**config.mk**
```make
export PLATFORM = sky130hd
export DESIGN_NAME = fifo_uart_tx
export DESIGN_NICKNAME = d
export VERILOG_FILES = /design/src/rtl/fifo_uart_tx_pkg.sv /design/src/rtl/fifo_uart_tx_baud.sv /design/src/rtl/fifo_uart_tx.sv
export SDC_FILE = /design/constraint.sdc
export NUM_CORES = 1
export LEC_CHECK = 0
export BUFFER_PORTS_ARGS = -buffer_cell sky130_fd_sc_hd__buf_2
export CORE_MARGIN = 4
export CORE_UTILIZATION = 48
export DETAILED_ROUTE_END_ITERATION = 10
export GPL_ROUTABILITY_DRIVEN = 0
export PLACE_DENSITY = 0.69
export SLEW_MARGIN = 25
export SYNTH_ARGS = -nofsm -noshare
export SYNTH_HDL_FRONTEND = slang
export SYNTH_HIERARCHICAL = 1
export SYNTH_SLANG_ARGS = --single-unit
```
**constraint.sdc**
```tcl
create_clock -name clk -period 2.5 [get_ports clk]
set_clock_uncertainty 0.15 [all_clocks]
set_input_delay 0.25 -clock clk [delete_from_list [all_inputs] [get_ports clk]]
set_output_delay 0.25 -clock clk [all_outputs]
set_load 0.05 [all_outputs]
```
**src/rtl/fifo_uart_tx_pkg.sv**
```systemverilog
// Shared types and constants for the FIFO-fed UART transmitter.
// FIFO_UART_TX_PARITY_EN adds the PARITY state to the frame.
package fifo_uart_tx_pkg;

  typedef enum logic [2:0] {
    IDLE,
    LOAD,
    START,
    DATA,
`ifdef FIFO_UART_TX_PARITY_EN
    PARITY,
`endif
    STOP
  } uart_state_e;

  localparam logic TX_IDLE_LEVEL = 1'b1;

  // Wide enough to hold FIFO_DATA_WIDTH itself, not just the last index.
  function automatic int unsigned bit_cnt_width(input int unsigned data_width);
    return $clog2(data_width + 1);
  endfunction

endpackage

```
**src/rtl/fifo_uart_tx_baud.sv**
```systemverilog
// Baud divider for fifo_uart_tx: counts CLKS_PER_BIT enabled cycles and
// pulses bit_done on the last one; clear restarts the bit period.
module uart_baud_tick #(
  parameter int unsigned CLKS_PER_BIT = 4
) (
  input  logic clk,
  input  logic reset,
  input  logic clk_enable,
  input  logic clear,
  output logic bit_done
);

  localparam int unsigned CW = (CLKS_PER_BIT > 1) ? $clog2(CLKS_PER_BIT) : 1;

  logic [CW-1:0] cnt;
  logic          at_end;

  assign at_end   = (cnt == CW'(CLKS_PER_BIT - 1));
  assign bit_done = clk_enable & ~clear & at_end;

  always_ff @(posedge clk or posedge reset) begin
    if (reset) begin
      cnt <= '0;
    end else if (clk_enable) begin
      if (clear || at_end) cnt <= '0;
      else                 cnt <= cnt + 1'b1;
    end
  end

endmodule

```
**src/rtl/fifo_uart_tx.sv**
```systemverilog
// Drains a FIFO read port into asynchronous serial frames (start, data LSB
// first, optional even parity under FIFO_UART_TX_PARITY_EN, stop).
module fifo_uart_tx
  import fifo_uart_tx_pkg::*;
#(
  parameter int unsigned FIFO_DATA_WIDTH = 8,
  parameter int unsigned CLKS_PER_BIT    = 4
) (
  input  logic                       clk,
  input  logic                       reset,
  input  logic                       clk_enable,
  input  logic                       fifo_empty,
  output logic                       fifo_read,
  input  logic [FIFO_DATA_WIDTH-1:0] fifo_read_data,
  output logic                       tx,
  output logic                       busy
);

  localparam int unsigned BCW = bit_cnt_width(FIFO_DATA_WIDTH);

  uart_state_e                state, state_d;
  logic [FIFO_DATA_WIDTH-1:0] shift_q, shift_d;
  logic [BCW-1:0]             bit_cnt, bit_cnt_d;
  logic                       tx_d;
  logic                       bit_done;
  logic                       baud_clear;
  logic                       last_bit;
`ifdef FIFO_UART_TX_PARITY_EN
  logic                       parity_q;
`endif

  assign fifo_read  = (state == IDLE) & ~fifo_empty & clk_enable;
  assign busy       = (state != IDLE) | fifo_read;
  assign last_bit   = (bit_cnt == BCW'(FIFO_DATA_WIDTH - 1));
  assign baud_clear = (state == IDLE) | (state == LOAD);

  uart_baud_tick #(
    .CLKS_PER_BIT(CLKS_PER_BIT)
  ) u_baud (
    .clk       (clk),
    .reset     (reset),
    .clk_enable(clk_enable),
    .clear     (baud_clear),
    .bit_done  (bit_done)
  );

  always_comb begin
    state_d   = state;
    shift_d   = shift_q;
    bit_cnt_d = bit_cnt;
    case (state)
      IDLE:  if (fifo_read) state_d = LOAD;
      LOAD:  if (clk_enable) begin
        state_d   = START;
        shift_d   = fifo_read_data;
        bit_cnt_d = '0;
      end
      START: if (bit_done) state_d = DATA;
      DATA:  if (bit_done) begin
        if (last_bit) begin
`ifdef FIFO_UART_TX_PARITY_EN
          state_d = PARITY;
`else
          state_d = STOP;
`endif
        end else begin
          shift_d   = shift_q >> 1;
          bit_cnt_d = bit_cnt + 1'b1;
        end
      end
`ifdef FIFO_UART_TX_PARITY_EN
      PARITY: if (bit_done) state_d = STOP;
`endif
      STOP:  if (bit_done) state_d = IDLE;
      default: state_d = IDLE;
    endcase

    // tx is registered from the next state so it changes with the state.
    tx_d = TX_IDLE_LEVEL;
    case (state_d)
      START:  tx_d = 1'b0;
      DATA:   tx_d = shift_d[0];
`ifdef FIFO_UART_TX_PARITY_EN
      PARITY: tx_d = parity_q;
`endif
      default: tx_d = TX_IDLE_LEVEL;
    endcase
  end

  always_ff @(posedge clk or posedge reset) begin
    if (reset) begin
      state   <= IDLE;
      shift_q <= '0;
      bit_cnt <= '0;
      tx      <= TX_IDLE_LEVEL;
    end else if (clk_enable) begin
      state   <= state_d;
      shift_q <= shift_d;
      bit_cnt <= bit_cnt_d;
      tx      <= tx_d;
    end
  end

`ifdef FIFO_UART_TX_PARITY_EN
  always_ff @(posedge clk or posedge reset) begin
    if (reset)                           parity_q <= 1'b0;
    else if (clk_enable && state == LOAD) parity_q <= ^fifo_read_data;
  end
`endif

endmodule

```
### Word level (Yosys, flattened, before mapping)

Cells that the tools add are included.

| word-level totals | value |
|---|---|
| register bits after elaboration | 18 |
| bits in latches | 0 |
| memory bits (writable) | 0 |
| ROM bits | 0 |
| input port bits | 12 |
| output and inout bits | 3 |
| logic and storage cells | 46 |
| memories kept | 0 |

| operators by class | value |
|---|---|
| $add $sub $neg | 2 |
| $mul | 0 |
| div/mod/pow operators | 0 |
| magnitude comparators | 0 |
| eq/ne operators | 10 |
| shift-type cells | 0 |
| multiplexer cells | 15 |
| bitwise gates (word level) | 8 |
| reduce and logical (&&, ||, !) cells | 5 |

Operators with widths:

| operator | number |
|---|---|
| $mux 3 | 6 |
| $mux 8 | 2 |
| $pmux 8 s2 | 1 |
| $pmux 3 s5 | 1 |
| $eq 3x2->1 const B | 4 |
| $mux 4 | 2 |
| $pmux 4 s2 | 1 |
| $add 4x1->4 const B | 1 |
| $and 1x1->1 | 4 |
| $eq 4x3->1 const B | 1 |
| $ne 2x2->1 const B | 2 |
| $reduce_and 4->1 | 1 |
| $eq 3x1->1 const B | 1 |
| $eq 3x3->1 const B | 1 |
| $logic_not 3->1 | 1 |
| $reduce_bool 3->1 | 1 |
| $add 2x1->2 const B | 1 |
| $eq 2x2->1 const B | 1 |
| $mux 2 | 1 |
| $not 1->1 | 2 |
| $or 1x1->1 | 2 |
| $pmux 1 s2 | 1 |
| $reduce_bool 2->1 | 1 |
| $logic_or 1x1->1 | 1 |

### Longest topological paths before layout

| logic depth | value |
|---|---|
| depth after elaboration | 9 |
| depth in mapped cells | 8 |

### By module

The synthesis kept the hierarchy.

By module, submodules not included:

| module | instances | cells an instance | area an instance (um^2) | sequential area each (um^2) |
|---|---|---|---|---|
| fifo_uart_tx | 1 | 99 | 948.4 | 401.6 |
| uart_baud_tick | 1 | 11 | 111.4 | 50.0 |

### Least setup slack after synthesis

OpenSTA, ideal clock, no wires.

| timing path | value |
|---|---|
| kind | register to output |
| start | register state[1] |
| end | output fifo_read |
| arrival | 2.227 ns |
| required time | 2.100 ns |
| path slack | -0.127 ns |
| cell stages (with the launch flop) | 4 |
| buffers on the path | 2 |
| cell sequence | dfrtp_1 buf_2 clkbuf_1 nor4_1 |

| between the ends | value |
|---|---|
| word-level cells in the longest chain between the ends | 3 |

Ends and longest elaborated chain:

| what | RTL line | text |
|---|---|---|
| from (decl) | fifo_uart_tx.sv:21 | `uart_state_e state, state_d;` |
| from (signal assigned) | fifo_uart_tx.sv:97 | `state <= state_d;` |
| $logic_not 3->1 | fifo_uart_tx.sv:32 | `assign fifo_read = (state == IDLE) & ~fifo_empty & clk_enable;` |
| $and 1x1->1 (2 in a row) | fifo_uart_tx.sv:32 |  |
| to (decl) | fifo_uart_tx.sv:13 | `output logic fifo_read,` |

Every way passes these cells.

### Worst setup path after layout

| timing path | value |
|---|---|
| start | register state[2] |
| end | register shift_q[4] |

| between the ends | value |
|---|---|
| word-level cells in the longest chain between the ends | 7 |
| elaborated cells on any way between the ends | 12 |

Ends and longest elaborated chain:

| what | RTL line | text |
|---|---|---|
| $eq 3x1->1 or $logic_not 3->1 (tied branches) | fifo_uart_tx.sv:35 | `assign baud_clear = (state == IDLE) \| (state == LOAD);` |
| $or 1x1->1 (*) | fifo_uart_tx.sv:35 |  |
| net baud_clear | fifo_uart_tx.sv:26 | `logic baud_clear;` |
| $not 1->1 (*) | fifo_uart_tx_baud.sv:19 | `assign bit_done = clk_enable & ~clear & at_end;` |
| $and 1x1->1 (*) (2 in a row) | fifo_uart_tx_baud.sv:19 |  |
| net bit_done | fifo_uart_tx.sv:25 | `logic bit_done;` |
| $ne 2x2->1 (no source line) (*) | - |  |
| $reduce_and 4->1 (no source line) (*) | - |  |
| to (signal assigned) | fifo_uart_tx.sv:98 | `shift_q <= shift_d;` |
| to (decl) | fifo_uart_tx.sv:22 | `logic [FIFO_DATA_WIDTH-1:0] shift_q, shift_d;` |

The timed path passes the listed nets; every way through them passes the cells marked *.
A chain may end at the register's enable or synchronous reset.

==> flow_summary.toml <==
[cells_and_area]
syn_to_final_growth_pct = 10.51
final_area_um2 = 1171
final_cell_mix = "19 x o21ai_0, 17 x dfrtp_1, 14 x buf_2"
final_common_cell = "o21ai_0"
finalNetCount = 138
n_antenna_cell = 0
drive_gt1_share_pct = 21.95

[setup_path]
worstPathCellList = "nor2_1, and3b_2, a21boi_1, or2_2, o21ai_0"
path_buf_inv = 0
crit_fanout = 12
worstPathRequired_ns = 2.53
setup.worst_path.start_class = "flip-flop"
crit_path_top_delay_cell = "a21boi_1"
critical-path-max-stage-delay_ns = 0.56
critPathKind = "flip-flop to flip-flop"
cp.arrival_ns = 2.25
endpoint_kind = "flip-flop"
critPathTopFamily = "simple AND/OR/NAND/NOR gates"

[synth]
ys_ff_latch = 18
synthArstFlopShare_pct = 100.0
ys.flop_type = "dfrtp_1"
synth_nets = 124
synth_area_um2 = 1060
synth_edf_count = 0
syn_avg_cell_area_um2 = 9.634
synthDistinctLibCells = 42
seq_area_frac_synth_pct = 42.62
synthCells = 110
yosysWarnings = 6

[cts]
cts-root-buf = "clkbuf_4"
cts_buffer_depth = 2
clkTransAtPathRegs_ns = 0.10
clk-insertion-delay-late_ns = 0.29
post-cts-setup-buffers = 0
tritoncts = "built"
post_cts_resize_count = 0
cts_hold_buf = 1
htreeDepth = 1
cts_buffers = 3
clock_sinks = 18

[timing]
fmax_mhz = 448.8
final_max_slew_viol_count = 0
slew_headroom_pct = 52.13
rsz0062_at_grt = "false"
tightestPinTransition_ns = 0.7166
setup_violations = 0
period_share_pct = 89.13
timing.setup.tns_ns = 0
min_period_ns = 2.228
hold_viol_final = 0

[global_routing]
grt_pass1_vias = 819
antenna_found_initial = 0
grt_max_degree = 18
grt-ovfl-total = 0
track_usage_pct = 17.33
grt_pass1_wl_um = 3753

[hold_path]
hold_path_class = "input port to flip-flop"

[run]
drv_cap = 0

[floorplanning]
start_util_pct = 52.41
ios = 15
die_h_um = 54.99
dieArea_um2 = 3023
std_cell_rows = 16
design.core.area_um2 = 2022
fp.dieW_um = 54.99

[routing]
avgRoutedWirePerCell_um = 14.21
vias = 879
routed_wl_um = 2131
ant_nets = 0
drc_errors = 0
drt-initial-drc-count = 23
dr.pass1.iters = 4
via_per_inst = 5.860

[place]
io_buffers = 14
dpl-instance-area_um2 = 1135

[pwr]
ir_worst_vdd_mv = 0.5921
p_leak_nw = 0.5103
p_per_area_nw_per_um2 = 873.0

[run_status]
status = "complete, no violations"
[report_power, final]
part	leakage [nW]	switching (mW)	internal [mW]
sequential	0.236	0.0743	0.377
clock	0.0150	0.0893	0.0620
combinational	0.259	0.260	0.160
total	0.510	0.423	0.599
[final timing paths]
path	start	to	slack, ns	depth (start not counted)
worst max register to register	state[2]	shift_q[4]	0.27	5
min in group asynchronous	reset	u_baud/cnt[1]	0.20	3
worst min-delay path	fifo_read_data[7]	shift_q[7]	0.03	2
worst max-delay path	state[2]	shift_q[4]	0.27	5
worst min register to register	tx	tx	0.37	2
max in group asynchronous	reset	state[0]	1.38	3
[metal layers]
| layer | global-route usage, % | vias up | wire length [um] |
|---|---|---|---|
| li1 | - | 438 | - |
| met1 | 24.71 | 423 | 1046 |
| met2 | 25.59 | 14 | 991 |
| met3 | 3.217 | 4 | 63 |
| met4 | 7.287 | 0 | 29 |
| met5 | 0 | - | 0 |
[registers in the layout, summed over array words and instances, names as in the netlist]
signal      cells
bit_cnt         4
shift_q         8
state           3
tx              1
u_baud/cnt      2
[layout make-up]
type / instances / area [um2]
inverters: 5 / 18.77
fillers: 201 / 850.8
flip-flops and latches: 18 / 451.7
clock buffers: 4 / 26.28
multi-input cells: 79 / 545.5
well taps: 27 / 33.78
repair buffers: 17 / 95.09
[metrics by stage]
stage / worst slack, ns / instances / total power, mW / hold WS, ns / util, %
4_1_cts: 0.2983 / 150 / 1.027 / 0.02563 / 57.92
3_3_place_gp: 0.3966 / 145 / 0.8600 / -0.04001 / 56.13
6_report: 0.2718 / 150 / 1.022 / 0.03491 / 57.92
3_5_place_dp: 0.3078 / 145 / 0.8731 / -0.03824 / 56.13
2_1_floorplan: 0.3854 / 110 / 0.7911 / -0.1588 / -
5_1_grt: 0.03998 / 150 / 1.120 / 0.02985 / 57.92
[cells by family (layout without fill, tap and decap cells)]
group	count (synthesis)	count (layout)	share of synthesized area (%)
DFF	18	18	42.62
AOI/OAI and AO/OA	42	42	25.62
and+or+nand+nor	34	34	21.84
adders and majority gates	2	2	2.361
buffers and inverters	13	26	6.493
muxes	1	1	1.062
[synthesized netlist by cell type, types with 3 or more instances]
cell type / number / area [um2]
nand2b_1: 3 / 18.77
nand2_1: 3 / 11.26
a22oi_1: 6 / 45.04
nand3b_1: 3 / 22.52
nand3_1: 4 / 20.02
nor2_1: 5 / 18.77
inv_1: 5 / 18.77
o21ai_0: 19 / 95.09
dfrtp_1: 17 / 425.4
clkbuf_1: 4 / 15.01
o31ai_1: 3 / 22.52
No activity file was read; power rests on OpenSTA's default activity.
